[config.mk]
export PLATFORM = sky130hd
export DESIGN_NAME = des_key_schedule
export DESIGN_NICKNAME = d
export VERILOG_FILES = /design/src/rtl/des_pkg.sv /design/src/rtl/des_pc2.sv /design/src/rtl/des_key_schedule.sv
export SDC_FILE = /design/constraint.sdc
export NUM_CORES = 1
export LEC_CHECK = 0
export BUFFER_PORTS_ARGS = -buffer_cell sky130_fd_sc_hd__clkbuf_2
export CORE_ASPECT_RATIO = 1.1
export CORE_UTILIZATION = 45
export DETAILED_ROUTE_END_ITERATION = 6
export PLACE_DENSITY_LB_ADDON = 0.12
export SLEW_MARGIN = 40
export SYNTH_ARGS = -nofsm -noshare
export SYNTH_HDL_FRONTEND = slang
export SYNTH_HIERARCHICAL = 1
export SYNTH_SLANG_ARGS = --single-unit
export TNS_END_PERCENT = 5
[constraint.sdc]
create_clock -name clk -period 3 [get_ports clk]
set_input_delay 0.15 -clock clk [delete_from_list [all_inputs] [get_ports clk]]
set_output_delay 0.15 -clock clk [all_outputs]
set_load 0.005 [all_outputs]
[src/rtl/des_pkg.sv]
// des_pkg: shared constants for the DES key schedule.
//   PC1_TBL   : permuted choice 1 (64-bit key -> C0/D0), FIPS 46-3 numbering
//   PC2_TBL   : permuted choice 2 (C/D 56 bits -> 48-bit subkey)
//   SHIFT_TBL : per-round left rotation amount, indexed by round 1..16
//   ROUNDS    : number of subkeys per key
//   ks_state_e: key-schedule FSM states
//   rotl28/rotr28: 28-bit rotations by 1 or 2 toward/away from bit 1
package des_pkg;

  localparam int unsigned ROUNDS = 16;

  typedef enum logic {
    IDLE = 1'b0,
    RUN  = 1'b1
  } ks_state_e;

  localparam int unsigned PC1_TBL [1:56] = '{
    57, 49, 41, 33, 25, 17,  9,
     1, 58, 50, 42, 34, 26, 18,
    10,  2, 59, 51, 43, 35, 27,
    19, 11,  3, 60, 52, 44, 36,
    63, 55, 47, 39, 31, 23, 15,
     7, 62, 54, 46, 38, 30, 22,
    14,  6, 61, 53, 45, 37, 29,
    21, 13,  5, 28, 20, 12,  4
  };

  localparam int unsigned PC2_TBL [1:48] = '{
    14, 17, 11, 24,  1,  5,
     3, 28, 15,  6, 21, 10,
    23, 19, 12,  4, 26,  8,
    16,  7, 27, 20, 13,  2,
    41, 52, 31, 37, 47, 55,
    30, 40, 51, 45, 33, 48,
    44, 49, 39, 56, 34, 53,
    46, 42, 50, 36, 29, 32
  };

  localparam int unsigned SHIFT_TBL [1:16] = '{
    1, 1, 2, 2, 2, 2, 2, 2, 1, 2, 2, 2, 2, 2, 2, 1
  };

  // Left rotation moves bits toward index 1 (the MSB in FIPS numbering).
  function automatic logic [1:28] rotl28(input logic [1:28] x, input int unsigned s);
    return (s == 2) ? {x[3:28], x[1:2]} : {x[2:28], x[1]};
  endfunction

  function automatic logic [1:28] rotr28(input logic [1:28] x, input int unsigned s);
    return (s == 2) ? {x[27:28], x[1:26]} : {x[28], x[1:27]};
  endfunction

endpackage

[src/rtl/des_pc2.sv]
// des_pc2: combinational DES permuted choice 2.
//   cd_i [1:56] : concatenated C (bits 1..28) and D (bits 29..56)
//   k_o  [1:48] : 48-bit round subkey
module des_pc2
  import des_pkg::*;
(
  input  logic [1:56] cd_i,
  output logic [1:48] k_o
);

  always_comb begin
    k_o = '0;
    for (int unsigned i = 1; i <= 48; i++) begin
      k_o[i] = cd_i[PC2_TBL[i]];
    end
  end

endmodule

[src/rtl/des_key_schedule.sv]
// des_key_schedule: sequential DES subkey generator, one subkey per enabled cycle.
//   clk      : rising-edge clock
//   rst      : synchronous active-high reset (priority over enable/i_valid)
//   enable   : global advance; 0 freezes every register
//   i_valid  : load request for key (accepted only when idle and not busy)
//   key      : [1:64] DES key, parity bits 8,16,..,64 ignored
//   decrypt  : latched with key; 1 selects K16..K1 order
//   o_valid  : Kn holds a valid subkey
//   Kn       : [1:48] subkey (PC-2 output)
//   round    : round index of Kn, 1..16 (5 bits wide so 16 is representable)
//   o_last   : Kn is the final subkey of the sequence
//   busy     : sequence in progress, i_valid ignored
// Optional feature macro: DES_KS_DECRYPT_EN enables the decrypt input and
// reverse (right-rotating) order; without it decrypt is ignored.
module des_key_schedule
  import des_pkg::*;
(
  input  logic        clk,
  input  logic        rst,
  input  logic        enable,
  input  logic        i_valid,
  input  logic [1:64] key,
  input  logic        decrypt,
  output logic        o_valid,
  output logic [1:48] Kn,
  output logic [4:0]  round,
  output logic        o_last,
  output logic        busy
);

  ks_state_e   state_q;
  logic [1:28] c_q, d_q;
  logic [3:0]  step_q;
  logic        o_valid_q, o_last_q, busy_q;
  logic [1:48] kn_q;
  logic [4:0]  round_q;
`ifdef DES_KS_DECRYPT_EN
  logic        dec_q;
`endif

  logic [1:28] c_pc1, d_pc1;
  logic [1:28] c_d, d_d;
  logic [4:0]  round_d;
  logic [1:56] pc2_in;
  logic [1:48] kn_d;
  logic        last_d;
  logic        accept;

  logic unused_parity;
  assign unused_parity = ^{key[8], key[16], key[24], key[32],
                           key[40], key[48], key[56], key[64]};
`ifndef DES_KS_DECRYPT_EN
  logic unused_decrypt;
  assign unused_decrypt = decrypt;
`endif

  always_comb begin
    c_pc1 = '0;
    d_pc1 = '0;
    for (int unsigned i = 1; i <= 28; i++) begin
      c_pc1[i] = key[PC1_TBL[i]];
      d_pc1[i] = key[PC1_TBL[i + 28]];
    end
  end

  // Encrypt rotates before PC-2 and stores the rotated halves. Decrypt feeds
  // the current halves to PC-2 (C0D0 == C16D16) and then undoes that round's
  // rotation, so both directions share one PC-2 instance.
  always_comb begin
    last_d  = (step_q == 4'(ROUNDS - 1));
    round_d = {1'b0, step_q} + 5'd1;
    c_d     = rotl28(c_q, SHIFT_TBL[round_d]);
    d_d     = rotl28(d_q, SHIFT_TBL[round_d]);
    pc2_in  = {c_d, d_d};
`ifdef DES_KS_DECRYPT_EN
    if (dec_q) begin
      round_d = 5'(ROUNDS) - {1'b0, step_q};
      pc2_in  = {c_q, d_q};
      c_d     = rotr28(c_q, SHIFT_TBL[round_d]);
      d_d     = rotr28(d_q, SHIFT_TBL[round_d]);
    end
`endif
  end

  des_pc2 u_pc2 (
    .cd_i (pc2_in),
    .k_o  (kn_d)
  );

  // busy stays high through the o_last cycle and drops one cycle later, so a
  // key offered alongside o_last is ignored.
  assign accept = i_valid && !busy_q;

  always_ff @(posedge clk) begin
    if (rst) begin
      state_q   <= IDLE;
      c_q       <= '0;
      d_q       <= '0;
      step_q    <= '0;
      o_valid_q <= 1'b0;
      o_last_q  <= 1'b0;
      busy_q    <= 1'b0;
      kn_q      <= '0;
      round_q   <= '0;
`ifdef DES_KS_DECRYPT_EN
      dec_q     <= 1'b0;
`endif
    end else if (enable) begin
      case (state_q)
        IDLE: begin
          o_valid_q <= 1'b0;
          o_last_q  <= 1'b0;
          busy_q    <= 1'b0;
          if (accept) begin
            c_q     <= c_pc1;
            d_q     <= d_pc1;
            step_q  <= '0;
            busy_q  <= 1'b1;
            state_q <= RUN;
`ifdef DES_KS_DECRYPT_EN
            dec_q   <= decrypt;
`endif
          end
        end
        RUN: begin
          o_valid_q <= 1'b1;
          kn_q      <= kn_d;
          round_q   <= round_d;
          o_last_q  <= last_d;
          c_q       <= c_d;
          d_q       <= d_d;
          step_q    <= step_q + 4'd1;
          if (last_d) begin
            state_q <= IDLE;
          end
        end
        default: state_q <= IDLE;
      endcase
    end
  end

  assign o_valid = o_valid_q;
  assign Kn      = kn_q;
  assign round   = round_q;
  assign o_last  = o_last_q;
  assign busy    = busy_q;

endmodule

==> results of run 1 <==
power breakdown:
part	leakage (nW)	switching, W	internal (W)
Sequential	0.951	0.0000469	0.00162
Combinational	1.55	0.000260	0.000173
Clock	0.267	0.000683	0.00115
Total	2.76	0.000990	0.00295
metal layers:
layer | GRT usage [%] | vias to the layer above | wire [um]
met4 | 7.84 | 0 | 255
li1 | - | 2868 | -
met5 | 0 | - | 0
met1 | 32.6 | 2721 | 8030
met3 | 5.08 | 20 | 810
met2 | 35.3 | 159 | 7400
layout by cell type (no fill, tap or decap), types with 17 or more instances in the layout:
| cell | n |
|---|---|
| a21oi_1 | 57 |
| a41oi_1 | 37 |
| clkbuf_16 | 17 |
| clkbuf_2 | 115 |
| dfxtp_1 | 116 |
| inv_1 | 45 |
| nand2_1 | 134 |
| nand3_1 | 69 |
| o21ai_0 | 82 |
| o2bb2ai_1 | 40 |
critical path: cells and delay by family (launching register included):
family	cells	cell delay [ps]
multiplexers	1	350
AO/OA/AOI/OAI	2	300
buffers and inverters	2	560
AND/OR/NAND/NOR	2	490
flip-flops	1	430
adder cells (fa/ha/maj)	1	220
worst max path at each step:
| stage | startpoint | endpoint | slack [ps] | depth (start not counted) |
|---|---|---|---|---|
| CTS | step_q[0]$_SDFFE_PP0P_ | d_q[13]$_SDFFE_PP0P_ | 490 | 8 |
| detailed placement | step_q[0]$_SDFFE_PP0P_ | d_q[13]$_SDFFE_PP0P_ | 530 | 8 |
| finish | step_q[0]$_SDFFE_PP0P_ | d_q[13]$_SDFFE_PP0P_ | 530 | 8 |
| floorplan | step_q[0]$_SDFFE_PP0P_ | Kn[41]$_SDFFE_PP0P_ | 790 | 11 |
| global route | step_q[0]$_SDFFE_PP0P_ | d_q[13]$_SDFFE_PP0P_ | 400 | 8 |
| global placement | step_q[0]$_SDFFE_PP0P_ | d_q[3]$_SDFFE_PP0P_ | 600 | 8 |
stage by stage:
stage	total power, W	std cells	utilization [%]	setup WS (ps)
after detailed placement	0.00213	1002	48.0	530
after global routing	0.00408	1033	51.8	405
after floorplan	0.00204	806	-	790
after CTS	0.00395	1033	51.8	493
final	0.00394	1033	51.8	526
after global placement	0.00211	1002	48.0	595
final cells by class:
| class | instances | area, um^2 | area share (%) |
|---|---|---|---|
| clock inverters | 4 | 20.0 | 0.279 |
| multi-input cells | 524 | 3210 | 44.7 |
| flip-flops and latches | 117 | 2340 | 32.7 |
| clock buffers | 27 | 513 | 7.15 |
| well taps | 188 | 235 | 3.28 |
| repair buffers | 128 | 686 | 9.55 |
| inverters | 45 | 169 | 2.35 |
sequential cells by signal, indices dropped and copies added (netlist names):
signal,flops
o_last,1
d_q,28
Kn,48
busy,1
step_q,4
state_q,1
round,5
c_q,28
o_valid,1
==> out/results.ini, run 1 <==
[setup_path]
crit_type = reg2reg
cp.arrival_ps = 2780
cp_max_fo = 42
critPathCaptureType = flop
rrSetupSlack_ps = 530
r2r.worst_path.cells = 8
path_cells = inv_1, ha_1, and3b_1, a211oi_1, nor3_4, buf_4, mux2_4, o211a_1
r2r-end = d_q[13]$_SDFFE_PP0P_
start_kind = flop
slowest_delay_ps = 450
worstPathRequired_ps = 3310
reg2reg_from = step_q[0]$_SDFFE_PP0P_
slowest_stage = buf_4

[synthesis]
synth_nets = 879
syn_area_mm2 = 0.00640
yosys_warnings = 6
netlist_instances = 806
syn_area_per_cell_um2 = 7.94

[detailed_routing]
drc = 0
ant_nets = 0
wl_per_cell_um = 16.0
drt_wl_total_um = 16500
drtIter0Drc = 317
vias_per_cell = 5.58
route.vias.total = 5768
drt-pass1-iter-count = 5

[cells_and_area]
num_antenna_cells = 0
nets = 906
final_area_mm2 = 0.00718
syn_to_final_growth_pct = 12.1
drive_gt1_share_pct = 22.5
nFillCells = 1403

[run_status]
outcome = completed

[clocking]
cts_buffers = 17
postCtsHoldBufs = 0
cts_resized = 0
cts_buffer_depth = 2
cts_setup_buffers = 0
cts_tree = built
clk_latency_ps = 420
root_buffer = clkbuf_16
cts.sinks = 117
clk_pin_slew_ps = 50
cts_max_level = 4

[worst_hold_path]
whs_path_depth = 2
min_to = busy$_SDFFE_PP0P_
worstHoldStart = enable
hold_class = in2reg

[sta]
relSlewSlack_pct = 57.8
slew_violations = 0
min_period_ps = 2470
hold_slack_ps = 87.7
setup_violations = 0
max_freq_ghz = 0.404
fin_skew_ps = 7.35
rsz0062_at_grt = no
finalHoldViolCount = 0
timing.setup.tns_ps = 0
tightest_slew_ps = 633
finalCritPeriodShare_pct = 82.5

[grt]
grtUsageTotal_pct = 23.3
grt_max_degree = 111
overflow = 0
grt_pass1_vias = 5221
antenna_found_initial = 0
grt_pass1_wl_um = 26600

[die]
coreArea_mm2 = 0.0139
dieArea_mm2 = 0.0147
pin_count = 125
rows = 45
die_h_um = 127
start_util_pct = 46.2
die_width_um = 116

[power_and_ir_drop]
power_density_mw_per_mm2 = 548
power.leakage_nw = 2.76
peakVddDrop_uv = 337

[place]
port_buffers = 115
dp_hpwl_um = 10800
place.gp.congestion = 0.809
place_area_mm2 = 0.00664

[job]
drv_cap = 0

No activity file was read; power rests on OpenSTA's default activity.
==> inputs of run 2 (changes only) <==
ABC_AREA = 1   (was unset)
clock period = 2.3 ns   (was 3 ns; I/O delays follow)
==> out/results.ini, run 2 <==
[detailed_routing]
wl_per_cell_um = 14.0  ; was 16.0 um
drt_wl_total_um = 16100  ; was 16500 um
vias_per_cell = 5.02  ; was 5.58
drc = 0  ; unchanged
ant_nets = 0  ; unchanged
drt-pass1-iter-count = 5  ; unchanged
route.vias.total = 5746  ; was 5768
drtIter0Drc = 309  ; was 317

[die]
pin_count = 125  ; unchanged
start_util_pct = 46.3  ; was 46.2%
dieArea_mm2 = 0.0141  ; was 0.0147 mm^2
die_width_um = 113  ; was 116 um
rows = 44  ; was 45
die_h_um = 125  ; was 127 um
coreArea_mm2 = 0.0133  ; was 0.0139 mm^2

[sta]
tightest_slew_ps = 770  ; was 633 ps
setup_violations = 0  ; unchanged
timing.setup.tns_ps = 0  ; unchanged
rsz0062_at_grt = no  ; unchanged
min_period_ps = 2110  ; was 2470 ps
finalHoldViolCount = 0  ; unchanged
finalCritPeriodShare_pct = 91.8  ; was 82.5%
fin_skew_ps = 6.10  ; was 7.35 ps
max_freq_ghz = 0.473  ; was 0.404 GHz
relSlewSlack_pct = 48.6  ; was 57.8%
slew_violations = 0  ; unchanged

[cells_and_area]
ff_latch_area_mm2 = 0.00235  ; was 0.00234 mm^2
final_cell_mix = nand2_1, clkbuf_2, dfxtp_1  ; was nand2_1, dfxtp_1, clkbuf_2
syn_to_final_growth_pct = 15.3  ; was 12.1%
num_antenna_cells = 0  ; unchanged
multi_input_area_mm2 = 0.00296  ; was 0.00321 mm^2
drive_gt1_share_pct = 22.1  ; was 22.5%
nets = 1023  ; was 906
nFillCells = 1411  ; was 1403
largest_reg_flops = 48  ; unchanged
final_common_cell = nand2_1  ; unchanged

[setup_path]
crit_buf_inv = 3  ; was 2
critPathCaptureType = flop  ; unchanged
crit_type = reg2reg  ; unchanged
cp.arrival_ps = 2410  ; was 2780 ps
crit_top_cell = nand2_1
cp_max_fo = 35  ; was 42
start_kind = flop  ; unchanged
path_cells = ha_1, inv_1, nand2_2, nand3_1, inv_1, nand2_1, nand3_4, buf_12, nand2_1, nand2_1, o21ai_0, nor2_1  ; was inv_1, ha_1, and3b_1, a211oi_1, nor3_4, buf_4, mux2_4, o211a_1
startpoint = step_q[1]$_SDFFE_PP0P_  ; was step_q[0]$_SDFFE_PP0P_
slowest_stage = dfxtp_2  ; was buf_4
reg2reg_from = step_q[1]$_SDFFE_PP0P_  ; was step_q[0]$_SDFFE_PP0P_
critical-path-top-delay-family = simple AND/OR/NAND/NOR gates  ; was buffers and inverters
slowest_delay_ps = 360  ; was 450 ps
worstPathRequired_ps = 2600  ; was 3310 ps

[clocking]
root_buffer = clkbuf_16  ; unchanged
cts_buffers = 17  ; unchanged
clk_latency_ps = 420  ; about the same
clk_pin_slew_ps = 50  ; about the same
cts_setup_buffers = 0  ; unchanged
cts_max_level = 4  ; unchanged
cts_buffer_depth = 2  ; unchanged
cts_tree = built  ; unchanged
cts.sinks = 117  ; unchanged

[synthesis]
yosys_warnings = 6  ; unchanged
synth_nets = 974  ; was 879
syn_area_mm2 = 0.00614  ; was 0.00640 mm^2
netlist_instances = 901  ; was 806
syn_area_per_cell_um2 = 6.81  ; was 7.94 um^2

[power_and_ir_drop]
power.leakage_nw = 3.25  ; was 2.76 nW
peakVddDrop_uv = 415  ; was 337 uV
power_density_mw_per_mm2 = 755  ; was 548 mW/mm^2
power_w = 0.00534  ; was 0.00394 W

[grt]
grt_pass1_vias = 5296  ; was 5221
grt_pass1_wl_um = 26000  ; was 26600 um
antenna_found_initial = 0  ; unchanged
grtUsageTotal_pct = 23.5  ; was 23.3%
grt_max_degree = 69  ; was 111
overflow = 0  ; unchanged

[run_status]
outcome = completed  ; unchanged

[job]
drv_cap = 0  ; unchanged

[worst_hold_path]
worstHoldStart = key[1]  ; was enable
hold_class = in2reg  ; unchanged

[place]
place.gp.congestion = 0.773  ; was 0.809
dp_hpwl_um = 10200  ; was 10800 um
port_buffers = 115  ; unchanged

run 2: changes by cell type in the layout (fill, tap and decap cells not counted), moves of 23 or more:
cell / delta
or2_2: +40
o21ai_0: +23
a41oi_1: -37
o2bb2ai_1: -40
nor2_1: +95
nand3_1: +29
a21oi_1: +26
nand2_1: +35
run 2: worst paths after layout:
kind / slack, ps / cells past startpoint / end
min: 20 / 3 / c_q[8]$_SDFFE_PP0P_
max reg2reg: 190 / 12 / Kn[47]$_SDFFE_PP0P_
min reg2reg: 470 / 2 / round[1]$_SDFFE_PP0P_
max: 190 / 12 / Kn[47]$_SDFFE_PP0P_
run 2: stage by stage:
step	setup slack, ps	utilization (%)	hold WS (ps)	std cells	area, um^2
6_report	188	53.3	15.0	1145	7080
5_1_grt	2.75	53.3	25.1	1145	7080
4_1_cts	71.3	53.3	0.0578	1145	7080
3_5_place_dp	106	48.6	418	1104	6440
3_3_place_gp	128	48.6	415	1104	6440
2_1_floorplan	443	-	184	901	6140
run 2: what timing repair did:
item | in CTS | in global routing
gates resized for setup | 0 | 3
setup endpoints to repair | 0 | 29
endpoints found under the hold margin | 11 | 0
hold buffers | 11 | 0
run 2: cell type report:
| type | instances | area share, % |
|---|---|---|
| Clock buffer | 25 | 7.00 |
| Clock inverter | 5 | 0.354 |
| Inverter | 42 | 2.23 |
| Multi-Input combinational cell | 629 | 41.8 |
| Sequential cell | 117 | 33.1 |
| Tap cell | 184 | 3.25 |
| Timing Repair Buffer | 143 | 12.2 |
run 2: report_power, final:
| group | switching, W | internal (W) | total, W |
|---|---|---|---|
| Clock | 0.000880 | 0.00147 | 0.00235 |
| Combinational | 0.000414 | 0.000303 | 0.000717 |
| Sequential | 0.000102 | 0.00218 | 0.00228 |
| Total | 0.00140 | 0.00395 | 0.00534 |
run 2: metal layers:
| metal | track usage (%) | vias up | wire [um] |
|---|---|---|---|
| li1 | - | 2994 | - |
| met1 | 28.3 | 2581 | 7270 |
| met2 | 41.2 | 151 | 7810 |
| met3 | 4.18 | 20 | 691 |
| met4 | 9.06 | 0 | 284 |
| met5 | 0 | - | 0 |
run 2: worst register-to-register path: stages, from the launching register on:
cell and delay [ps]:
dfxtp_2 360, ha_1 240, inv_1 80, nand2_2 60, nand3_1 120, inv_1 50
nand2_1 90, nand3_4 210, buf_12 250, nand2_1 100, nand2_1 50, o21ai_0 330
nor2_1 70
==> inputs of run 3 (changes only) <==
PLACE_DENSITY = 0.67   (was unset)
PLACE_DENSITY_LB_ADDON = unset   (was 0.12)
clock period = 2.2 ns   (was 2.3 ns; I/O delays follow)
==> out/results.ini, run 3 (synthesis results as in run 2) <==
[power_and_ir_drop]
power_density_mw_per_mm2 = 844  ; was 755 mW/mm^2
net-switching-power_w = 0.00154  ; was 0.00140 W
power.leakage_nw = 3.30  ; was 3.25 nW
p_int_w = 0.00454  ; was 0.00395 W
pwr-share-clk_pct = 48.5  ; was 43.9%
netSwitchingFraction_pct = 25.3  ; was 26.1%
peakVddDrop_uv = 464  ; was 415 uV
comb_power_share_pct = 12.3  ; was 13.4%
seq_power_share_pct = 39.2  ; was 42.7%

[grt]
grt_max_degree = 106  ; was 69
grt_pass1_wl_um = 25800  ; was 26000 um
overflow = 0  ; unchanged
grtUsageTotal_pct = 23.2  ; was 23.5%
grt_pass1_vias = 5260  ; was 5296
antenna_found_initial = 0  ; unchanged

[clocking]
root_buffer = clkbuf_16  ; unchanged
cts_buffer_depth = 2  ; unchanged
cts_tree = built  ; unchanged
clk_pin_slew_ps = 60  ; was 50 ps
cts.sinks = 117  ; unchanged
postCtsHoldBufs = 11  ; unchanged
cts_max_level = 4  ; unchanged
cts_buffers = 17  ; unchanged
cts_resized = 0  ; unchanged
clk_latency_ps = 420  ; about the same
cts_setup_buffers = 0  ; unchanged

[die]
dieArea_mm2 = 0.0141  ; unchanged
pin_count = 125  ; unchanged
rows = 44  ; unchanged
die_width_um = 113  ; unchanged
start_util_pct = 46.3  ; unchanged
coreArea_mm2 = 0.0133  ; unchanged
die_h_um = 125  ; unchanged

[cells_and_area]
final_cells = 1146  ; was 1145
nets = 1022  ; was 1023
drive_gt1_share_pct = 22.3  ; was 22.1%
num_antenna_cells = 0  ; unchanged
largest_reg_flops = 48  ; unchanged
final_common_cell = nand2_1  ; unchanged
final_area_mm2 = 0.00721  ; was 0.00708 mm^2
final_cell_mix = nand2_1, dfxtp_1, clkbuf_2  ; was nand2_1, clkbuf_2, dfxtp_1
syn_to_final_growth_pct = 17.4  ; was 15.3%

[sta]
max_freq_ghz = 0.516  ; was 0.473 GHz
min_period_ps = 1940  ; was 2110 ps
finalHoldViolCount = 0  ; unchanged
finalCritPeriodShare_pct = 88.1  ; was 91.8%
relSlewSlack_pct = 48.3  ; was 48.6%
fin_skew_ps = 6.42  ; was 6.10 ps
rsz0062_at_grt = no  ; unchanged
timing.setup.tns_ps = 0  ; unchanged
hold_slack_ps = 5.18  ; was 15.0 ps
slew_violations = 0  ; unchanged
tightest_slew_ps = 775  ; was 770 ps
setup_violations = 0  ; unchanged

[detailed_routing]
drc = 0  ; unchanged
ant_nets = 0  ; unchanged
vias_per_cell = 5.03  ; was 5.02
drt_wl_total_um = 15700  ; was 16100 um
drt-pass1-iter-count = 5  ; unchanged
drtIter0Drc = 446  ; was 309
route.vias.total = 5770  ; was 5746
wl_per_cell_um = 13.7  ; was 14.0 um

[setup_path]
worstPathRequired_ps = 2510  ; was 2600 ps
start_kind = flop  ; unchanged
cp.arrival_ps = 2240  ; was 2410 ps
r2r.worst_path.cells = 12  ; unchanged
critPathCaptureType = flop  ; unchanged
cp_max_fo = 20  ; was 35
rrSetupSlack_ps = 260  ; was 190 ps
reg2reg_from = step_q[0]$_SDFFE_PP0P_  ; was step_q[1]$_SDFFE_PP0P_
crit_type = reg2reg  ; unchanged
r2r-end = Kn[3]$_SDFFE_PP0P_  ; was Kn[47]$_SDFFE_PP0P_

[place]
place_area_mm2 = 0.00646  ; was 0.00644 mm^2
place.gp.congestion = 0.802  ; was 0.773
dp_cells = 1103  ; was 1104
port_buffers = 115  ; unchanged
dp_hpwl_um = 9890  ; was 10200 um

[job]
drv_cap = 0  ; unchanged

[worst_hold_path]
worstHoldStart = key[42]  ; was key[1]
min_to = c_q[11]$_SDFFE_PP0P_  ; was c_q[8]$_SDFFE_PP0P_
hold_class = in2reg  ; unchanged
whs_path_depth = 3  ; unchanged

[run_status]
outcome = completed  ; unchanged

## run 3: critical path, cell delays in order (launching register included)
cell and delay [ps]:
dfxtp_1 350, ha_1 230, inv_1 70, nand2_2 70, nand2_1 70, nor2_1 90
nand2_1 90, nand3_4 120, buf_4 260, nand2_1 100, o21a_1 130, o21ai_0 190
nor2_1 50
## run 3: cell type report
type	count	area, um^2
clock buffer	19	453
sequential	117	2340
timing repair buffer	142	881
inverter	42	158
fill	1359	6060
clock inverter	13	180
tap	184	230
multi-input combinational	629	2960
## run 3: power by group through the flow
stage / clock [W] / sequential (W) / combinational (W)
finish: 0.00295 / 0.00238 / 0.000745
floorplan: 0 / 0.00241 / 0.000610
global placement: 0 / 0.00242 / 0.000728
detailed placement: 0 / 0.00243 / 0.000734
global route: 0.00310 / 0.00240 / 0.000860
CTS: 0.00301 / 0.00238 / 0.000754
## run 3: how the worst max path moves through the flow
stage                                start             endpoint  slack [ps]  cells past startpoint
finish              step_q[0]$_SDFFE_PP0P_   Kn[3]$_SDFFE_PP0P_         260                     12
floorplan           step_q[1]$_SDFFE_PP0P_  Kn[22]$_SDFFE_PP0P_         340                     13
detailed placement  step_q[0]$_SDFFE_PP0P_   Kn[3]$_SDFFE_PP0P_         290                     12
global route        step_q[0]$_SDFFE_PP0P_   Kn[3]$_SDFFE_PP0P_          60                     12
global placement    step_q[0]$_SDFFE_PP0P_   Kn[3]$_SDFFE_PP0P_         340                     12
CTS                 step_q[0]$_SDFFE_PP0P_   Kn[3]$_SDFFE_PP0P_         270                     12
## run 3: layer usage
layer,GRT usage [%],up-vias,wire [um]
met2,38.8,159,7600
li1,-,2990,-
met4,7.66,0,272
met5,0,-,0
met1,28.8,2596,7040
met3,6.13,25,741
## run 3: through the flow
step / power (W) / utilization [%] / worst slack, ps
2_1_floorplan: 0.00302 / - / 343
4_1_cts: 0.00614 / 54.3 / 273
5_1_grt: 0.00636 / 54.3 / 56.3
3_5_place_dp: 0.00316 / 48.7 / 288
3_3_place_gp: 0.00315 / 48.7 / 338
6_report: 0.00608 / 54.3 / 262
